## src/rtl/ws_frame_timer.sv

```systemverilog
// Frame-level bit timer for WS2812-class LED strips.
// Walks slot (ns) / bit / pixel counters for a captured pixel count, then
// holds a latch gap of LATCH_SLOTS slots. A frame is requested with start.
// In continuous mode the next frame follows the latch gap with no idle cycle.
// abort cuts the data phase short and forces a full latch gap.
module ws_frame_timer #(
  parameter int unsigned PIXEL_W     = 8,
  parameter int unsigned BIT_W       = 5,
  parameter int unsigned NS_W        = 8,
  parameter int unsigned BITS        = 24,
  parameter int unsigned NSS         = 64,
  parameter int unsigned LATCH_SLOTS = 16
) (
  input  logic               clk,
  input  logic               rst_n,
  input  logic               start,
  input  logic               continuous,
  input  logic               abort,
  input  logic [PIXEL_W-1:0] npix,
  output logic [PIXEL_W-1:0] pixel,
  output logic [BIT_W-1:0]   bit_idx,
  output logic [NS_W-1:0]    ns,
  output logic               bit_start,
  output logic               pixel_req,
  output logic               latch,
  output logic               busy,
  output logic               frame_done
);

  typedef enum logic [1:0] {
    StIdle  = 2'd0,
    StData  = 2'd1,
    StLatch = 2'd2
  } state_e;

  localparam logic [NS_W-1:0]    NsLast    = NS_W'(NSS - 1);
  localparam logic [BIT_W-1:0]   BitLast   = BIT_W'(BITS - 1);
  localparam logic [BIT_W-1:0]   SlotLast  = BIT_W'(LATCH_SLOTS - 1);
  localparam logic [PIXEL_W-1:0] PixelOne  = PIXEL_W'(1);
  localparam logic [PIXEL_W-1:0] PixelZero = '0;

  state_e             state_q, state_d;
  logic [PIXEL_W-1:0] pixel_q, pixel_d;
  logic [BIT_W-1:0]   bit_q, bit_d;
  logic [NS_W-1:0]    ns_q, ns_d;
  logic [PIXEL_W-1:0] npix_q, npix_d;
  logic               frame_done_q, frame_done_d;

  // Slot / bit / pixel terminal conditions, shared by the next-state logic.
  logic slot_end;
  logic bit_end;
  logic pixel_end;
  logic latch_end;
  logic next_frame;
  state_e start_state;

  // Terminal-count decode.
  always_comb begin
    slot_end    = (ns_q == NsLast);
    bit_end     = slot_end && (bit_q == BitLast);
    // npix_q is never 0 while in data, so the subtraction cannot wrap there.
    pixel_end   = bit_end && (pixel_q == (npix_q - PixelOne));
    latch_end   = slot_end && (bit_q == SlotLast);
    next_frame  = continuous || start;
    // A zero pixel count skips the data phase entirely.
    start_state = (npix == PixelZero) ? StLatch : StData;
  end

  // Next-state and counter update.
  always_comb begin
    state_d      = state_q;
    pixel_d      = pixel_q;
    bit_d        = bit_q;
    ns_d         = ns_q;
    npix_d       = npix_q;
    frame_done_d = 1'b0;

    unique case (state_q)
      StIdle: begin
        pixel_d = '0;
        bit_d   = '0;
        ns_d    = '0;
        if (start) begin
          npix_d  = npix;
          state_d = start_state;
        end
      end

      StData: begin
        if (abort) begin
          pixel_d = '0;
          bit_d   = '0;
          ns_d    = '0;
          state_d = StLatch;
        end else if (slot_end) begin
          ns_d = '0;
          if (bit_end) begin
            bit_d = '0;
            if (pixel_end) begin
              pixel_d = '0;
              state_d = StLatch;
            end else begin
              pixel_d = pixel_q + PixelOne;
            end
          end else begin
            bit_d = bit_q + BIT_W'(1);
          end
        end else begin
          ns_d = ns_q + NS_W'(1);
        end
      end

      StLatch: begin
        if (slot_end) begin
          ns_d = '0;
          if (latch_end) begin
            pixel_d      = '0;
            bit_d        = '0;
            frame_done_d = 1'b1;
            if (next_frame) begin
              npix_d  = npix;
              state_d = start_state;
            end else begin
              state_d = StIdle;
            end
          end else begin
            bit_d = bit_q + BIT_W'(1);
          end
        end else begin
          ns_d = ns_q + NS_W'(1);
        end
      end

      default: begin
        pixel_d = '0;
        bit_d   = '0;
        ns_d    = '0;
        state_d = StIdle;
      end
    endcase
  end

  // State and counter registers.
  always_ff @(posedge clk or negedge rst_n) begin
    if (!rst_n) begin
      state_q      <= StIdle;
      pixel_q      <= '0;
      bit_q        <= '0;
      ns_q         <= '0;
      npix_q       <= '0;
      frame_done_q <= 1'b0;
    end else begin
      state_q      <= state_d;
      pixel_q      <= pixel_d;
      bit_q        <= bit_d;
      ns_q         <= ns_d;
      npix_q       <= npix_d;
      frame_done_q <= frame_done_d;
    end
  end

  // Outputs decoded from state so an async reset clears them immediately.
  always_comb begin
    pixel      = pixel_q;
    bit_idx    = bit_q;
    ns         = ns_q;
    bit_start  = (state_q == StData) && (ns_q == '0);
    pixel_req  = bit_start && (bit_q == '0);
    latch      = (state_q == StLatch);
    busy       = (state_q != StIdle);
    frame_done = frame_done_q;
  end

endmodule

```

## config.mk

```make
export PLATFORM = sky130hd
export DESIGN_NAME = ws_frame_timer
export DESIGN_NICKNAME = d
export VERILOG_FILES = /design/src/rtl/ws_frame_timer.sv
export SDC_FILE = /design/constraint.sdc
export NUM_CORES = 1
export LEC_CHECK = 0
export ABC_AREA = 1
export BUFFER_PORTS_ARGS = -buffer_cell sky130_fd_sc_hd__buf_4
export CORE_UTILIZATION = 25
export DETAILED_ROUTE_END_ITERATION = 12
export MAX_ROUTING_LAYER = met4
export PLACE_DENSITY = 0.45
export SLEW_MARGIN = 10
export SYNTH_ARGS = -nofsm -noshare
export SYNTH_HDL_FRONTEND = slang
export SYNTH_SLANG_ARGS = --single-unit
```

## constraint.sdc

```tcl
create_clock -name clk -period 1.7 [get_ports clk]
set_input_delay 0.255 -clock clk [delete_from_list [all_inputs] [get_ports clk]]
set_output_delay 0.255 -clock clk [all_outputs]
set_load 0.02 [all_outputs]
```

======== Word-level counts from Yosys, hierarchy flattened ========
Cells that the tools add are included.
word-level totals
  bits in registers ....................... 32
  latch bits .............................. 0
  bits in writable memories ............... 0
  memory bits (read-only) ................. 0
  input bits .............................. 13
  output and inout bits ................... 26
  logic and storage cells ................. 73
  memories kept ........................... 0
cells by class
  add/subtract/negate cells ............... 4
  multipliers ............................. 0
  div/mod/pow operators ................... 0
  $lt $le $gt $ge ......................... 0
  eq/ne operators ......................... 13
  shifts and indexed selects .............. 0
  mux-type cells .......................... 34
  bitwise logic cells ..................... 0
  reduce and logical (&&, ||, !) cells .... 16
operators with widths
  cell                   number
  $mux W8                12
  $pmux W8 S2            3
  $mux W5                5
  $mux W2                9
  $add A8 B1 Y8 const B  2
  $logic_not A8 Y1       2
  $pmux W5 S2            1
  $ne A3 B3 Y1 const B   3
  $eq A8 B6 Y1 const B   1
  $eq A8 B8 Y1           1
  $sub A8 B1 Y8 const B  1
  $ne A2 B1 Y1 const B   3
  $pmux W2 S3            1
  $reduce_and A6 Y1      1
  $add A5 B1 Y5 const B  1
  $eq A5 B4 Y1 const B   1
  $eq A5 B5 Y1 const B   1
  $logic_and A1 B1 Y1    5
  $logic_not A5 Y1       1
  $reduce_and A5 Y1      1
  $reduce_and A4 Y1      1
  $reduce_bool A2 Y1     2
  $mux W1                3
  $eq A2 B1 Y1 const B   1
  5 further kinds        5

======== Longest topological paths before layout ========
  depth in word-level cells ............... 8
  gate-level depth with buffers ........... 14
  gate-level depth less buffers ........... 14

======== Least setup slack after synthesis ========
OpenSTA, ideal clock, no wires.
  kind .................................... register to register
  from .................................... reg state_q[0]
  to ...................................... reg npix_q[0]
  library setup time ...................... 0.117 ns
  arrival ................................. 1.676 ns
  setup slack ............................. -0.094 ns
  cell stages (with the launch flop) ...... 11
  path buffers ............................ 1
  clock period less this slack ............ 1.794 ns
  cell sequence ........................... dfrtp_1 inv_1 ha_1 inv_1 o21ai_1 inv_1 a21oi_1 nand2_4 buf_6 nand2_1 o21ai_2
on the way
  word-level cells in the longest chain between the ends .. 3
ends and longest elaborated chain
  item                                                                 RTL line  RTL
  start, declared                                                      42        state_e state_q, state_d;
  start signal, assigned                                               146       state_q <= StIdle;
  start signal, assigned                                               153       state_q <= state_d;
  $eq A2 B2 Y1 *                                                       -
  named net latch                                                      25        output logic latch,
  $ne A2 B1 Y1 (no line) / $reduce_bool A2 Y1 (equally long branches)  -
  $reduce_and A5 Y1 (no line)                                          -
  end signal, assigned                                                 157       npix_q <= npix_d;
  end, declared                                                        46        logic [PIXEL_W-1:0] npix_q, npix_d;
Mark *: on every way through the listed nets, which the timed path passes. The rest lies on a longest branch.
A chain may end at the register's enable or synchronous reset.

======== Worst setup path in the final report ========
  from .................................... reg bit_q[0] (netlist: bit_idx[0])
  to ...................................... out pixel_req
on the way
  word-level cells in the longest chain between the ends .. 2
ends and longest elaborated chain
  item                    RTL line  RTL
  start, declared         44        logic [BIT_W-1:0] bit_q, bit_d;
  start signal, assigned  155       bit_q <= bit_d;
  $logic_not A5 Y1        168       pixel_req = bit_start && (bit_q == '0);
  $logic_and A1 B1 Y1     168
  end, declared           24        output logic pixel_req,
No other way between the ends.

==> flow_results.org <==
** Placement
- The HPWL after detailed placement is 4.107 mm.
- Quantity of I/O buffers inserted on ports :: 38
- Gp weighted congestion :: 0.7777
- Once placement finished, the instance area stood at 0.002743 sq mm.

** STA
- Unrepaired setup endpoints after global routing :: true
- Subtracting the final worst setup slack from the clock period gives 1.727 ns.
- At the pin with the least slew margin, the transition time is 0.4283 ns.
- Final setup violation count :: 1
- The number of max-slew violations in the final report came to 0.
- For this run, the top clock speed supported by timing is 578.9 MHz.
- Period Utilization, post-route :: 101.6%
- Setup skew after layout :: 0.007263 ns
- Across all setup checks in the final design, the least slack found is -0.02740 ns.
- Relative slew slack :: 71.45%
- Count of endpoints failing hold in the final timing report :: 0
- The tightest hold path in the finished design has a slack of 0.2307 ns.

** Synth
- For this run, the leading register cell type out of synthesis is dfrtp_1.
- Top cell type by total area after synthesis :: dfrtp_1
- Summed over its instances, the top area cell type makes up 38.53% of the synthesized netlist area.
- Number of nets in the synthesized netlist :: 302
- Number of synthesized register bits :: 32
- Syn Inst Count :: 278
- By area the synthesized netlist is led by dfrtp_1 39%, nand2_1 12%, inv_1 9.2%.
- Sequential-to-total area share from yosys stat :: 38.53%
- Post-synthesis area per instance :: 7.476 sq um
- In the synthesized netlist the async set-or-reset flop fraction comes to 100.0%.
- Counting flops with a built-in enable in the synthesized netlist gives 0.
- Yosys printed 0 warnings.
- In this run the cell area of the synthesized design comes to 0.002078 sq mm.
- Synth cell types :: 27

** Global routing
- The first global-routing pass estimated 9.377 mm of wire.
- Initial antenna violation count :: 0
- Global route overflow :: 0
- Pin count of the biggest net entering global routing :: 33
- In the global route stage, overall resource usage came out at 14.24%.
- Via count of the first global-routing pass :: 1946

** Clock network
- Number of buffers created by CTS :: 5
- For the worst-skew pair, the clock arrives at the later sink with an insertion delay of 0.29 ns.
- Clock Sink Count :: 32
- CTS clk-pin slew, worst paths :: 0.07 ns
- TritonCTS clock tree :: yes
- The root buffer cell chosen for the clock tree is clkbuf_8.
- Counting along the longest clock path gives a buffer depth of 2.
- H-tree depth :: 2

** Run status
- Failing checks :: setup timing
- Result of the run :: finished with violations

** Finish
- 0 antenna diodes ended up in the layout.
- Final core area utilization :: 39.86%
- Post-synthesis to final-layout area growth :: 51.29%
- In the final design database the tool counted 388 nets.
- The finished cells cover 0.003144 sq mm.
- In the final layout, the share of cells above drive strength 1 is 43.80%.

** Drt
- Drt first pass iters :: 4
- DRC violation count after routing :: 0
- The routed layout has 1970 vias.
- Post-detailed-route wirelength per cell :: 11.72 um
- The first routing iteration left 45 violations.
- Post-DRT Antenna Nets :: 0
- Vias per inst :: 4.237
- Total wire length :: 5.451 mm

** Worst setup path
- Nature of the critical path endpoint :: output pin
- Slowest stage cell, crit path :: dfrtp_2
- Arrival time of the worst setup path :: 1.47 ns
- Startpoint-to-endpoint class of the critical path :: flip-flop to output pin
- Maximum fanout along the worst path :: 3
- Walking the worst path, the cells encountered are buf_6 -> inv_4 -> ha_4 -> nand3_2 -> nor3_2 -> buf_4.
- STA classifies the critical path startpoint as a flip-flop.
- For the worst setup path, the data required time is 1.44 ns.
- CP peak stage delay :: 0.43 ns

** Power
- Maximum vdd ir drop :: 0.4279 mV
- Reg power frac :: 25.4%
- Net switching power of the design :: 1.992 mW
- Combinational logic is responsible for 62.1% of the overall power.
- Internal power :: 2.442 mW
- Clock Power Share :: 12.5%
- Total power :: 4.433 mW
- For this design the ratio of total power to cell area is 1410 mW/mm^2.
- Summed over all cells, the static leakage comes to 1.529 nW.
- Net switching is 44.93% of the power.

** Floorplanning
- Number of I/O pins :: 39
- Overall die height :: 93.18 um
- The die is 93.18 um wide.
- The initialized floorplan defines 32 standard-cell rows.
- Once the floorplan was initialized, standard cells occupied 26.35% of the core.
- The region available for standard cell placement spans 0.007888 sq mm.
- The die covers 0.008682 sq mm.

** Min path
- The path class of the tightest hold or removal check is input port to flip-flop.

** Flow run
- The tool flagged a number of max-cap violations equal to 0.
-- routing by layer --
metal	share of wire, %	GRT usage [%]	up-vias
li1	-	-	1033
met1	49	18.57	910
met2	48	22.43	21
met3	2.2	2.276	6
met4	1.5	5.000	0
met5	0	-	-
-- state kept, by name, summed over array words and instances, names as in the netlist --
name        flops
state_q         2
frame_done      1
ns              8
pixel           8
bit_idx         5
npix_q          8
-- path summary, 6_finish.rpt --
path                                             start                endpoint  slack, ns  depth (start not counted)
worst max-delay path            bit_idx[0]$_DFFE_PN0P_               pixel_req      -0.03                          6
worst min-delay path                           npix[2]   npix_q[2]$_DFFE_PN0P_       0.23                          3
worst max register to register         ns[1]$_DFF_PN0_    pixel[4]$_DFFE_PN0P_          0                         13
worst min register to register   npix_q[7]$_DFFE_PN0P_   npix_q[7]$_DFFE_PN0P_       0.53                          2
max in group asynchronous                        rst_n   npix_q[2]$_DFFE_PN0P_       0.91                          2
min in group asynchronous                        rst_n  bit_idx[3]$_DFFE_PN0P_       0.46                          2
-- Yosys cell counts, drive strengths merged (5+ instances only) --
master,count
nand2,72
inv,53
nor2,39
dfrtp,32
nand3,23
ha,11
o21ai,11
xor2,9
a21oi,6
nor3,6
nand4,5
-- cell families (layout without fill, tap and decap cells) --
group	count (synthesis)	in the layout	synth area share (%)
simple gates	148	149	32.51
buf+inv	54	138	10.11
flops	32	32	38.53
compound gates	21	21	7.164
xor+xnor	12	12	5.058
fa+ha+maj	11	11	6.622
-- power groups by stage --
stage	Sequential (mW)	Clock, mW	Combinational [mW]
6_report	1.13	0.552	2.75
5_1_grt	1.16	0.609	3.07
4_1_cts	1.10	0.577	2.39
3_5_place_dp	1.10	0	2.21
3_3_place_gp	1.09	0	2.20
2_1_floorplan	1.14	0	1.36
-- cell usage in the layout (no fill, tap or decap), types with 4 or more instances in the layout --
master,instances
clkbuf_8,5
nand2_2,11
nand3_2,7
nor2_4,5
dfrtp_1,29
inv_1,38
nor2_1,26
ha_1,4
nand4_1,5
nand3_1,15
nand2_1,57
xor2_1,9
ha_4,6
buf_4,75
nor2_2,8
nor3_1,5
inv_2,13
o21ai_2,8
-- what timing repair did --
item | 4_1_cts | 5_1_grt
pin swaps | 11 | 31
cloned | 1 | 0
setup endpoints to repair | 7 | 27
resized for setup | 23 | 45
setup buffers | 6 | 2
hold buffers | 1 | 0
endpoints found under the hold margin | 32 | 0
-- critical path, delay by kind of cell, from the launching register on --
family / cells / cell delay [ns]
adders and majority gates: 1 / 0.13
and+or+nand+nor: 2 / 0.26
DFF: 1 / 0.43
buffers and inverters: 3 / 0.36
-- per-stage QoR --
step           setup TNS, ns  instances  worst slack (ns)
6_report            -0.02740        465          -0.02740
5_1_grt               -1.362        465           -0.1534
4_1_cts             -0.06078        464          -0.02023
3_5_place_dp        -0.09379        450          -0.03272
3_3_place_gp        -0.08264        450          -0.04473
2_1_floorplan              0        278           0.01799
-- cell type report --
type                    instances  area (sq um)
flip-flops and latches         32         804.5
repair buffers                 79         615.6
inverters                      53         203.9
fillers                       818          4743
well taps                     102         127.6
multi-input cells             193          1320
clock buffers                   6         72.57
Note: power is estimated with default switching activity, not from simulation.
